[config.mk]
export PLATFORM = sky130hd
export DESIGN_NAME = tnoc_vc_input_unit
export DESIGN_NICKNAME = d
export VERILOG_FILES = /design/src/rtl/tnoc_config_pkg.sv /design/src/rtl/tnoc_vc_fifo.sv /design/src/rtl/tnoc_vc_input_unit.sv
export SDC_FILE = /design/constraint.sdc
export NUM_CORES = 1
export LEC_CHECK = 0
export ABC_AREA = 0
export CAP_MARGIN = 20
export CORE_UTILIZATION = 62
export DETAILED_ROUTE_END_ITERATION = 12
export DONT_BUFFER_PORTS = 1
export PLACE_DENSITY = 0.85
export SLEW_MARGIN = 20
export SYNTH_ARGS = -nofsm -noshare
export SYNTH_HDL_FRONTEND = slang
export SYNTH_SLANG_ARGS = --single-unit
[constraint.sdc]
create_clock -name clk -period 3.2 [get_ports clk]
set_input_delay 0.64 -clock clk [delete_from_list [all_inputs] [get_ports clk]]
set_output_delay 0.64 -clock clk [all_outputs]
set_load 0.005 [all_outputs]
[src/rtl/tnoc_config_pkg.sv]
// Shared NoC router definitions: output-port encoding, flit field layout and
// the virtual-channel state type.
package tnoc_config_pkg;

    localparam int unsigned PORTS = 5;

    // Head/tail flags are counted down from the flit MSB; dest_y sits directly above dest_x.
    localparam int unsigned FLIT_HEAD_FROM_MSB = 0;
    localparam int unsigned FLIT_TAIL_FROM_MSB = 1;
    localparam int unsigned DEST_X_LSB         = 0;

    typedef enum logic [2:0] {
        XP = 3'd0,
        XM = 3'd1,
        YP = 3'd2,
        YM = 3'd3,
        L  = 3'd4
    } tnoc_port_e;

    typedef enum logic [1:0] {
        IDLE,
        REQ,
        ACTIVE,
        DISCARD
    } tnoc_vc_state_e;

    function automatic tnoc_port_e xy_route(input int unsigned dx, input int unsigned dy,
                                            input int unsigned x, input int unsigned y);
        if (dx > x) return XP;
        if (dx < x) return XM;
        if (dy > y) return YP;
        if (dy < y) return YM;
        return L;
    endfunction

    function automatic logic [PORTS-1:0] port_onehot(input tnoc_port_e p);
        return {{(PORTS-1){1'b0}}, 1'b1} << p;
    endfunction

endpackage

[src/rtl/tnoc_vc_fifo.sv]
// Single virtual-channel flit FIFO; a push while full is dropped, with fullness
// judged before any same-cycle pop.
module tnoc_vc_fifo #(
    parameter int unsigned DEPTH = 4,
    parameter int unsigned WIDTH = 64
) (
    input  logic             clk,
    input  logic             rst_n,
    input  logic             i_push,
    input  logic [WIDTH-1:0] i_data,
    input  logic             i_pop,
    output logic [WIDTH-1:0] o_data,
    output logic             o_empty,
    output logic             o_full
);
    localparam int unsigned AW = $clog2(DEPTH);

    logic [WIDTH-1:0] r_mem [DEPTH];
    logic [AW-1:0]    r_wr_ptr;
    logic [AW-1:0]    r_rd_ptr;
    logic [AW:0]      r_count;
    logic             w_push;
    logic             w_pop;

    assign o_empty = (r_count == '0);
    assign o_full  = (r_count == (AW+1)'(DEPTH));
    assign w_push  = i_push && !o_full;
    assign w_pop   = i_pop && !o_empty;
    assign o_data  = r_mem[r_rd_ptr];

    always_ff @(posedge clk or negedge rst_n) begin
        if (!rst_n) begin
            r_wr_ptr <= '0;
            r_rd_ptr <= '0;
            r_count  <= '0;
        end else begin
            if (w_push) r_wr_ptr <= r_wr_ptr + 1'b1;
            if (w_pop)  r_rd_ptr <= r_rd_ptr + 1'b1;
            case ({w_push, w_pop})
                2'b10:   r_count <= r_count + 1'b1;
                2'b01:   r_count <= r_count - 1'b1;
                default: r_count <= r_count;
            endcase
        end
    end

    always_ff @(posedge clk) begin
        if (w_push) r_mem[r_wr_ptr] <= i_data;
    end

endmodule

[src/rtl/tnoc_vc_input_unit.sv]
// Router input port: per-VC FIFOs with XY route compute, packet-level port lock,
// round-robin flit arbitration across VCs and credit return upstream.
module tnoc_vc_input_unit
    import tnoc_config_pkg::*;
#(
    parameter int unsigned      CHANNELS        = 2,
    parameter int unsigned      DEPTH           = 4,
    parameter int unsigned      FLIT_WIDTH      = 64,
    parameter int unsigned      X_WIDTH         = 3,
    parameter int unsigned      Y_WIDTH         = 3,
    parameter int unsigned      X               = 0,
    parameter int unsigned      Y               = 0,
    parameter logic [PORTS-1:0] AVAILABLE_PORTS = 5'b11111,
    localparam int unsigned     VC_W            = (CHANNELS > 1) ? $clog2(CHANNELS) : 1
) (
    input  logic                      clk,
    input  logic                      rst_n,
    input  logic                      i_valid,
    input  logic [VC_W-1:0]           i_vc,
    input  logic [FLIT_WIDTH-1:0]     i_flit,
    output logic [CHANNELS-1:0]       o_credit,
    output logic [CHANNELS-1:0]       o_req_valid,
    output logic [CHANNELS*PORTS-1:0] o_req_port,
    input  logic [CHANNELS-1:0]       i_req_grant,
    output logic                      o_valid,
    input  logic                      i_ready,
    output logic [VC_W-1:0]           o_vc,
    output logic [PORTS-1:0]          o_port,
    output logic [FLIT_WIDTH-1:0]     o_flit,
    output logic [CHANNELS-1:0]       o_release,
    output logic                      o_overflow,
    output logic                      o_route_error
);
    localparam int unsigned HEAD_BIT   = FLIT_WIDTH - 1 - FLIT_HEAD_FROM_MSB;
    localparam int unsigned TAIL_BIT   = FLIT_WIDTH - 1 - FLIT_TAIL_FROM_MSB;
    localparam int unsigned DEST_Y_LSB = DEST_X_LSB + X_WIDTH;

    logic [FLIT_WIDTH-1:0] w_head_flit [CHANNELS];
    logic [PORTS-1:0]      w_route     [CHANNELS];
    logic [PORTS-1:0]      r_port      [CHANNELS];
    logic [PORTS-1:0]      w_port_next [CHANNELS];
    tnoc_vc_state_e        r_state     [CHANNELS];
    tnoc_vc_state_e        w_state_next[CHANNELS];

    logic [CHANNELS-1:0] w_push;
    logic [CHANNELS-1:0] w_pop;
    logic [CHANNELS-1:0] w_empty;
    logic [CHANNELS-1:0] w_full;
    logic [CHANNELS-1:0] w_is_head;
    logic [CHANNELS-1:0] w_is_tail;
    logic [CHANNELS-1:0] w_eligible;

    logic [VC_W-1:0]       r_rr_ptr;
    logic [VC_W-1:0]       r_hold_vc;
    logic                  r_hold;
    logic [VC_W-1:0]       w_hi_sel;
    logic [VC_W-1:0]       w_lo_sel;
    logic                  w_hi_found;
    logic                  w_lo_found;
    logic [VC_W-1:0]       w_sel;
    logic                  w_sel_valid;
    logic                  w_xfer;
    logic [FLIT_WIDTH-1:0] w_sel_flit;
    logic [PORTS-1:0]      w_sel_port;

    logic r_overflow;
    logic r_route_error;
    logic w_route_err_set;

    for (genvar v = 0; v < CHANNELS; v++) begin : g_vc
        assign w_push[v] = i_valid && (i_vc == VC_W'(v));

        tnoc_vc_fifo #(
            .DEPTH (DEPTH),
            .WIDTH (FLIT_WIDTH)
        ) u_fifo (
            .clk     (clk),
            .rst_n   (rst_n),
            .i_push  (w_push[v]),
            .i_data  (i_flit),
            .i_pop   (w_pop[v]),
            .o_data  (w_head_flit[v]),
            .o_empty (w_empty[v]),
            .o_full  (w_full[v])
        );

        assign w_is_head[v]  = w_head_flit[v][HEAD_BIT];
        assign w_is_tail[v]  = w_head_flit[v][TAIL_BIT];
        assign w_route[v]    = port_onehot(xy_route(32'(w_head_flit[v][DEST_X_LSB +: X_WIDTH]),
                                                    32'(w_head_flit[v][DEST_Y_LSB +: Y_WIDTH]),
                                                    X, Y));
        assign w_eligible[v] = (r_state[v] == ACTIVE) && !w_empty[v];
    end

    // Round-robin: lowest eligible VC at or above the pointer, else lowest overall.
    always_comb begin
        w_hi_sel   = '0;
        w_lo_sel   = '0;
        w_hi_found = 1'b0;
        w_lo_found = 1'b0;
        for (int v = CHANNELS - 1; v >= 0; v--) begin
            if (w_eligible[v]) begin
                w_lo_sel   = VC_W'(v);
                w_lo_found = 1'b1;
                if (VC_W'(v) >= r_rr_ptr) begin
                    w_hi_sel   = VC_W'(v);
                    w_hi_found = 1'b1;
                end
            end
        end
    end

    // A stalled offer stays locked to its VC until the crossbar takes it.
    assign w_sel       = r_hold ? r_hold_vc : (w_hi_found ? w_hi_sel : w_lo_sel);
    assign w_sel_valid = r_hold || w_lo_found;
    assign w_xfer      = w_sel_valid && i_ready;

    always_comb begin
        w_sel_flit = '0;
        w_sel_port = '0;
        o_req_port = '0;
        for (int v = 0; v < CHANNELS; v++) begin
            if (VC_W'(v) == w_sel) begin
                w_sel_flit = w_head_flit[v];
                w_sel_port = r_port[v];
            end
            o_req_valid[v] = (r_state[v] == REQ);
            if (r_state[v] == REQ) o_req_port[v*PORTS +: PORTS] = r_port[v];
            w_pop[v]     = (w_xfer && (VC_W'(v) == w_sel))
                        || ((r_state[v] == DISCARD) && !w_empty[v]);
            o_release[v] = w_xfer && (VC_W'(v) == w_sel) && w_is_tail[v];
        end
    end

    always_comb begin
        w_route_err_set = 1'b0;
        for (int v = 0; v < CHANNELS; v++) begin
            w_state_next[v] = r_state[v];
            w_port_next[v]  = r_port[v];
            case (r_state[v])
                IDLE: begin
                    if (!w_empty[v]) begin
                        if (!w_is_head[v]) begin
                            w_state_next[v] = DISCARD;
                        end else begin
                            w_port_next[v] = w_route[v];
                            if ((w_route[v] & AVAILABLE_PORTS) != '0) begin
                                w_state_next[v] = REQ;
                            end else begin
                                w_state_next[v] = DISCARD;
                                w_route_err_set = 1'b1;
                            end
                        end
                    end
                end
                REQ:     if (i_req_grant[v]) w_state_next[v] = ACTIVE;
                ACTIVE:  if (w_pop[v] && w_is_tail[v]) w_state_next[v] = IDLE;
                DISCARD: if (w_pop[v] && w_is_tail[v]) w_state_next[v] = IDLE;
                default: w_state_next[v] = IDLE;
            endcase
        end
    end

    always_ff @(posedge clk or negedge rst_n) begin
        if (!rst_n) begin
            for (int v = 0; v < CHANNELS; v++) begin
                r_state[v] <= IDLE;
                r_port[v]  <= '0;
            end
            r_rr_ptr      <= '0;
            r_hold        <= 1'b0;
            r_hold_vc     <= '0;
            r_overflow    <= 1'b0;
            r_route_error <= 1'b0;
        end else begin
            for (int v = 0; v < CHANNELS; v++) begin
                r_state[v] <= w_state_next[v];
                r_port[v]  <= w_port_next[v];
            end
            if (w_xfer) begin
                r_rr_ptr <= (w_sel == VC_W'(CHANNELS - 1)) ? '0 : w_sel + 1'b1;
            end
            r_hold        <= w_sel_valid && !i_ready;
            r_hold_vc     <= w_sel;
            r_overflow    <= r_overflow || ((w_push & w_full) != '0);
            r_route_error <= r_route_error || w_route_err_set;
        end
    end

    assign o_credit      = w_pop;
    assign o_valid       = w_sel_valid;
    assign o_vc          = w_sel_valid ? w_sel : '0;
    assign o_port        = w_sel_valid ? w_sel_port : '0;
    assign o_flit        = w_sel_valid ? w_sel_flit : '0;
    assign o_overflow    = r_overflow;
    assign o_route_error = r_route_error;

endmodule
### Yosys cells after proc, flatten, opt, wreduce, memory -nomap -nowiden

Memory sizes are Yosys's and may differ from the RTL's.
Index checks and enable logic that the tools add are counted.

| storage, ports and cells | value |
|---|---|
| memories | 2 |
| logic and storage cells | 159 |
| output and inout port bits | 89 |
| memory bits (writable) | 512 |
| bits in registers | 33 |
| bits of input ports | 71 |

Memories:

| memory | depth | width | rd ports | clocked after memory_dff | write ports | line | source |
|---|---|---|---|---|---|---|---|
| g_vc[0].u_fifo.r_mem | 4 | 64 | 1 | 0 | 1 | tnoc_vc_fifo.sv:18 | `logic [WIDTH-1:0] r_mem [DEPTH];` |
| g_vc[1].u_fifo.r_mem | 4 | 64 | 1 | 0 | 1 | tnoc_vc_fifo.sv:18 |  |

| operators by class | value |
|---|---|
| multiplexer cells | 59 |
| equality and inequality tests | 18 |
| reduce and logical (&&, ||, !) cells | 43 |
| shift operators | 2 |
| magnitude comparators | 6 |
| $add $sub $neg | 9 |
| bitwise operators | 5 |

Operator list:

| cell | number |
|---|---|
| $mux 64 | 2 |
| $mux 1 | 31 |
| $mux 3 | 8 |
| $mux 2 | 10 |
| $mux 5 | 4 |
| $logic_and 1x1->1 | 18 |
| $eq 2x2->1 const B | 6 |
| $gt 3x1->1 const B | 4 |
| $pmux 2 s3 | 2 |
| $pmux 3 s2 | 2 |
| $reduce_and 3->1 | 4 |
| $reduce_bool 5->1 | 2 |
| $shl 1x3->5 const A | 2 |
| $add 2x1->2 const B | 4 |
| $eq 2x1->1 const B | 4 |
| $ne 2x1->1 const B | 4 |
| $add 3x1->3 const B | 2 |
| $eq 3x3->1 const B | 2 |
| $logic_not 3->1 | 2 |
| $reduce_bool 2->1 | 3 |
| $sub 3x1->3 const B | 2 |
| $logic_not 1->1 | 5 |
| $logic_or 1x1->1 | 5 |
| $logic_not 2->1 | 2 |
| other kinds (6) | 12 |

### Logic depth before layout (Yosys ltp)

An unclocked memory read counts as a cell.

| depth | value |
|---|---|
| depth in word-level cells | 17 |
| gate-level depth with buffers | 11 |
| depth with buffers taken out | 10 |

### Hierarchy

Synthesis repeated with hierarchy kept, for this count alone.

| unflattened totals | value |
|---|---|
| cells, all modules | 998 |
| area total of the unflattened synthesis | 21,353.0 µm² |

By module, submodules not included:

| module | instances | seq. area each (µm²) | area each (µm²) | cells each |
|---|---|---|---|---|
| tnoc_vc_fifo | 2 | 7,862.5 | 9,655.5 | 371 |
| tnoc_vc_input_unit | 1 | 375.4 | 2,042.0 | 256 |

### Worst setup path before layout

OpenSTA, ideal clock, no wires.

| timing | value |
|---|---|
| path kind | input to register |
| start point | input i_vc |
| end point | memory g_vc[0].u_fifo.r_mem[2][0] (enable) |
| setup slack | 182 ps |
| data arrival time | 2,590 ps |
| setup time | 429 ps |
| required time | 2,771 ps |
| stages on the path | 3 |
| path through | and3b_1 clkbuf_1 and2_1 |

| on the way | value |
|---|---|
| cells in the longest elaborated chain, start to end | 5 |

Ends and longest elaborated chain:

| item | line | source |
|---|---|---|
| from (decl) | tnoc_vc_input_unit.sv:19 | `input logic [VC_W-1:0] i_vc,` |
| $not 1->1 | tnoc_vc_input_unit.sv:71 | `assign w_push[v] = i_valid && (i_vc == VC_W'(v));` |
| $logic_and 1x1->1 | tnoc_vc_input_unit.sv:71 |  |
| $logic_and 1x1->1 | tnoc_vc_fifo.sv:27 | `assign w_push = i_push && !o_full;` |
| $mux 1 | tnoc_vc_fifo.sv:48 | `if (w_push) r_mem[r_wr_ptr] <= i_data;` |
| $mux 1 (implied by the code) | tnoc_vc_fifo.sv:48 |  |
| to (decl) | tnoc_vc_fifo.sv:18 |  |

Every way passes these cells.

### Worst setup path in the final report

| timing | value |
|---|---|
| start point | register g_vc[0].u_fifo.r_count[0] |
| end point | output o_flit[45] |

| on the way | value |
|---|---|
| cells in the longest elaborated chain, start to end | 8 |
| elaborated cells on any way between the ends | 12 |
| those cells by class | mux (8); reduce/logical (4) |

Ends and longest elaborated chain:

| item | line | source |
|---|---|---|
| from (decl) | tnoc_vc_fifo.sv:21 | `logic [AW:0] r_count;` |
| from (signal assigned) | tnoc_vc_fifo.sv:40 | `2'b10: r_count <= r_count + 1'b1;` |
| from (signal assigned) | tnoc_vc_fifo.sv:41 | `2'b01: r_count <= r_count - 1'b1;` |
| from (signal assigned) | tnoc_vc_fifo.sv:42 | `default: r_count <= r_count;` |
| $logic_not 3->1 * | tnoc_vc_fifo.sv:25 | `assign o_empty = (r_count == '0);` |
| $logic_not 1->1 * | tnoc_vc_input_unit.sv:92 | `assign w_eligible[v] = (r_state[v] == ACTIVE) && !w_empty[v];` |
| $logic_and 1x1->1 * | tnoc_vc_input_unit.sv:92 |  |
| $mux 1 | tnoc_vc_input_unit.sv:102 | `if (w_eligible[v]) begin` |
| $mux 1 (2 in a row) | tnoc_vc_input_unit.sv:114 | `assign w_sel = r_hold ? r_hold_vc : (w_hi_found ? w_hi_sel : w_lo_sel);` |
| $mux 64 | tnoc_vc_input_unit.sv:123 | `if (VC_W'(v) == w_sel) begin` |
| $mux 64 * | tnoc_vc_input_unit.sv:194 | `assign o_flit = w_sel_valid ? w_sel_flit : '0;` |
| to (decl) | tnoc_vc_input_unit.sv:29 | `output logic [FLIT_WIDTH-1:0] o_flit,` |

Every way passes the cells marked *; elsewhere a longest branch is shown, timed or not.

==> results.md <==
* WP data required at 2.56 ns
* Synth Instances at 1083
* Post-synth top area share at 72.81%
* CTS max path bufs at 3
* Worst-path clk slew at 0.06 ns
* Synth area leaders: edfxtp_1, mux4_2, dfrtp_1
* Netlist Area Pre-Place at 21120 sq um
* Hpwl dp at 26.03 mm
* Routability Congestion at 0.8377
* Initial antenna violation count at 0
* Type of the worst min-delay path: input pin to flip-flop
* Ys Warns at 0
* Non-filler cells, final at 1619
* Number of DRC markers in iteration 0 at 1160
* Filler Cell Count at 1905
* Crit Path Max Fanout at 10
* Yosys reg bits at 541
* Initial core utilization at 62.97%
* Share of layout cells above drive strength 1 at 24.51%
* Largest net degree at the start of global routing at 61
* Final setup viols at 0
* Final ANT Viol Nets at 0
* Nets at 1216
* Worst vdd ir at 0.0006808 V
* Synth area leader: edfxtp_1
* EDFF count, synth at 512
* Syn Area/Cell at 19.50 sq um
* Area of the multi-input gates at 4753 sq um
* WL final at 48.54 mm
* Static leakage at 7.846 nW
* Post-route cell area at 23840 sq um
* H-tree Lvls at 2
* Post-DR wirelength/cell at 29.98 um
* GRT Total Usage at 27.74%
* Synth cell types at 48
* Num Clock Sinks at 541
* Vias in the first global route at 11300
* # IOs at 160
* Worst Tran Pin Value at 0.7607 ns
* Diode count at 0
* Main synth FF type: edfxtp_1
* Die ar. at 34800 sq um
* DP Area at 21950 sq um
* Hold Vio Cnt, Final at 0
* Core area at 33530 sq um
* Worst Setup Path Type: flip-flop to primary output
* Final period util at 99.34%
* Via count at 10730
* PD cells at 953.8 nW/um^2
* Routed vias/inst at 6.626
* First-pass GRT wire length at 70.19 mm
* TritonCTS Buffers at 51
* Status: completed
* Port buffer count at 0
* Max_slew headroom at 49.29%
* Syn-to-layout area delta at 12.88%
* Final Skew at 0.01674 ns
* Place WS at 0.4528 ns
* Worst skew pair latency at 0.57 ns
* Hold WS at 0.1356 ns
* Worst setup margin at 0.02109 ns
* Core Util, Final at 71.09%
* CP Launch Type: flip-flop
* Residual DRC at 0
* Top-count cell post-synth: edfxtp_1
* Die Ht at 186.6 um
* Crit end category: primary output
* Max-slew violation count at 0
* Max_cap viols at 0
* CTS tree: yes
* Congestion Overflow GR at 0
* Post-synthesis sequential area ratio at 76.25%
* Chip width at 186.6 um
* 1st-pass router iterations at 5
* Max Freq at 314.6 MHz
* Root buffer cell: clkbuf_16
* Post-synth top cells: edfxtp_1, nand2_1, mux4_2
* Final Total Pwr at 22.73 mW
* Storage element area at 16120 sq um
* CP arrival at 2.54 ns
* Row cnt at 67
* Setup_tns at 0 ns
* Ys async rst share at 5.360%
* Tmin final at 3.179 ns
* Inst Count DP at 1512
-- timing repair --
item | in CTS | in global routing
hold buffers | 2 | 0
endpoints found under the setup margin | 56 | 64
setup buffers | 5 | 5
resized for setup | 10 | 17
hold endpoints to repair | 29 | 0
gates cloned | 1 | 4
pin swaps | 2 | 3
-- sequential cells by signal (all words and copies together) (netlist names) --
signal	count
o_overflow	1
g_vc.u_fifo.r_count	6
r_hold	1
o_route_error	1
g_vc.u_fifo.r_wr_ptr	4
r_hold_vc	1
r_state	4
g_vc.u_fifo.r_mem	512
r_rr_ptr	1
r_port	6
g_vc.u_fifo.r_rd_ptr	4
-- critical path, cell delays in order (launching register included) --
cell and delay, ns:
dfrtp_1 0.41, nor3_4 0.07, or4b_4 0.52, a21boi_4 0.23, buf_12 0.16, inv_4 0.06
buf_12 0.16, nand2_1 0.13, a21oi_1 0.09, buf_4 0.14
-- metal layers --
layer	up-vias	track usage [%]	wire, um
met4	0	8.480	1237
met2	646	45.88	24150
met5	-	0	0
met3	102	7.448	4971
li1	4379	-	-
met1	5601	36.58	18180
-- logic make-up (layout without fill, tap and decap cells) --
kind of cell | Yosys count | after routing | share of synthesized area (%)
AO/OA/AOI/OAI | 97 | 97 | 2.500
XOR/XNOR | 12 | 12 | 0.4977
adder cells (fa/ha/maj) | 12 | 12 | 0.7821
buffers and inverters | 81 | 164 | 1.855
flip-flops | 541 | 541 | 76.25
multiplexers | 132 | 132 | 13.89
other | 1 | 6 | 0.01776
AND/OR/NAND/NOR | 207 | 207 | 4.213
-- worst paths after layout --
path                                      startpoint                          to  slack, ns  cells past startpoint
max                        g_vc[0].u_fifo.r_count[0]                  o_flit[45]       0.02                      9
min                                          i_ready                      r_hold       0.14                      1
max in group asynchronous                      rst_n  g_vc[0].u_fifo.r_rd_ptr[1]       2.46                      2
min reg2reg                            o_route_error               o_route_error       0.40                      0
min in group asynchronous                      rst_n                    r_rr_ptr       0.54                      2
max reg2reg                                   r_hold   g_vc[0].u_fifo.r_count[2]       0.46                      9
-- cell type report --
class / count / area share (%)
clock inverters: 23 / 0.6876
clock buffers: 68 / 5.748
repair buffers: 57 / 3.380
well taps: 448 / 2.352
flip-flops and latches: 541 / 67.63
multi-input cells: 466 / 19.94
inverters: 16 / 0.2625
-- layout by cell type (no fill, tap or decap), drive strengths merged, types with 9 or more instances in the layout --
cell and count:
a21oi 71, and2 14, buf 52, clkbuf 72, clkinv 18, dfrtp 29
edfxtp 512, ha 10, inv 17, mux4 128, nand2 155, nor2 9
nor3 10, o21ai 9
-- where the power goes --
part	internal [mW]	leakage, nW	switching (mW)
Sequential	8.67	4.98	0.684
Combinational	3.32	2.12	4.40
Clock	3.16	0.744	2.50
Total	15.1	7.85	7.59
(Power assumes the default switching activity.)
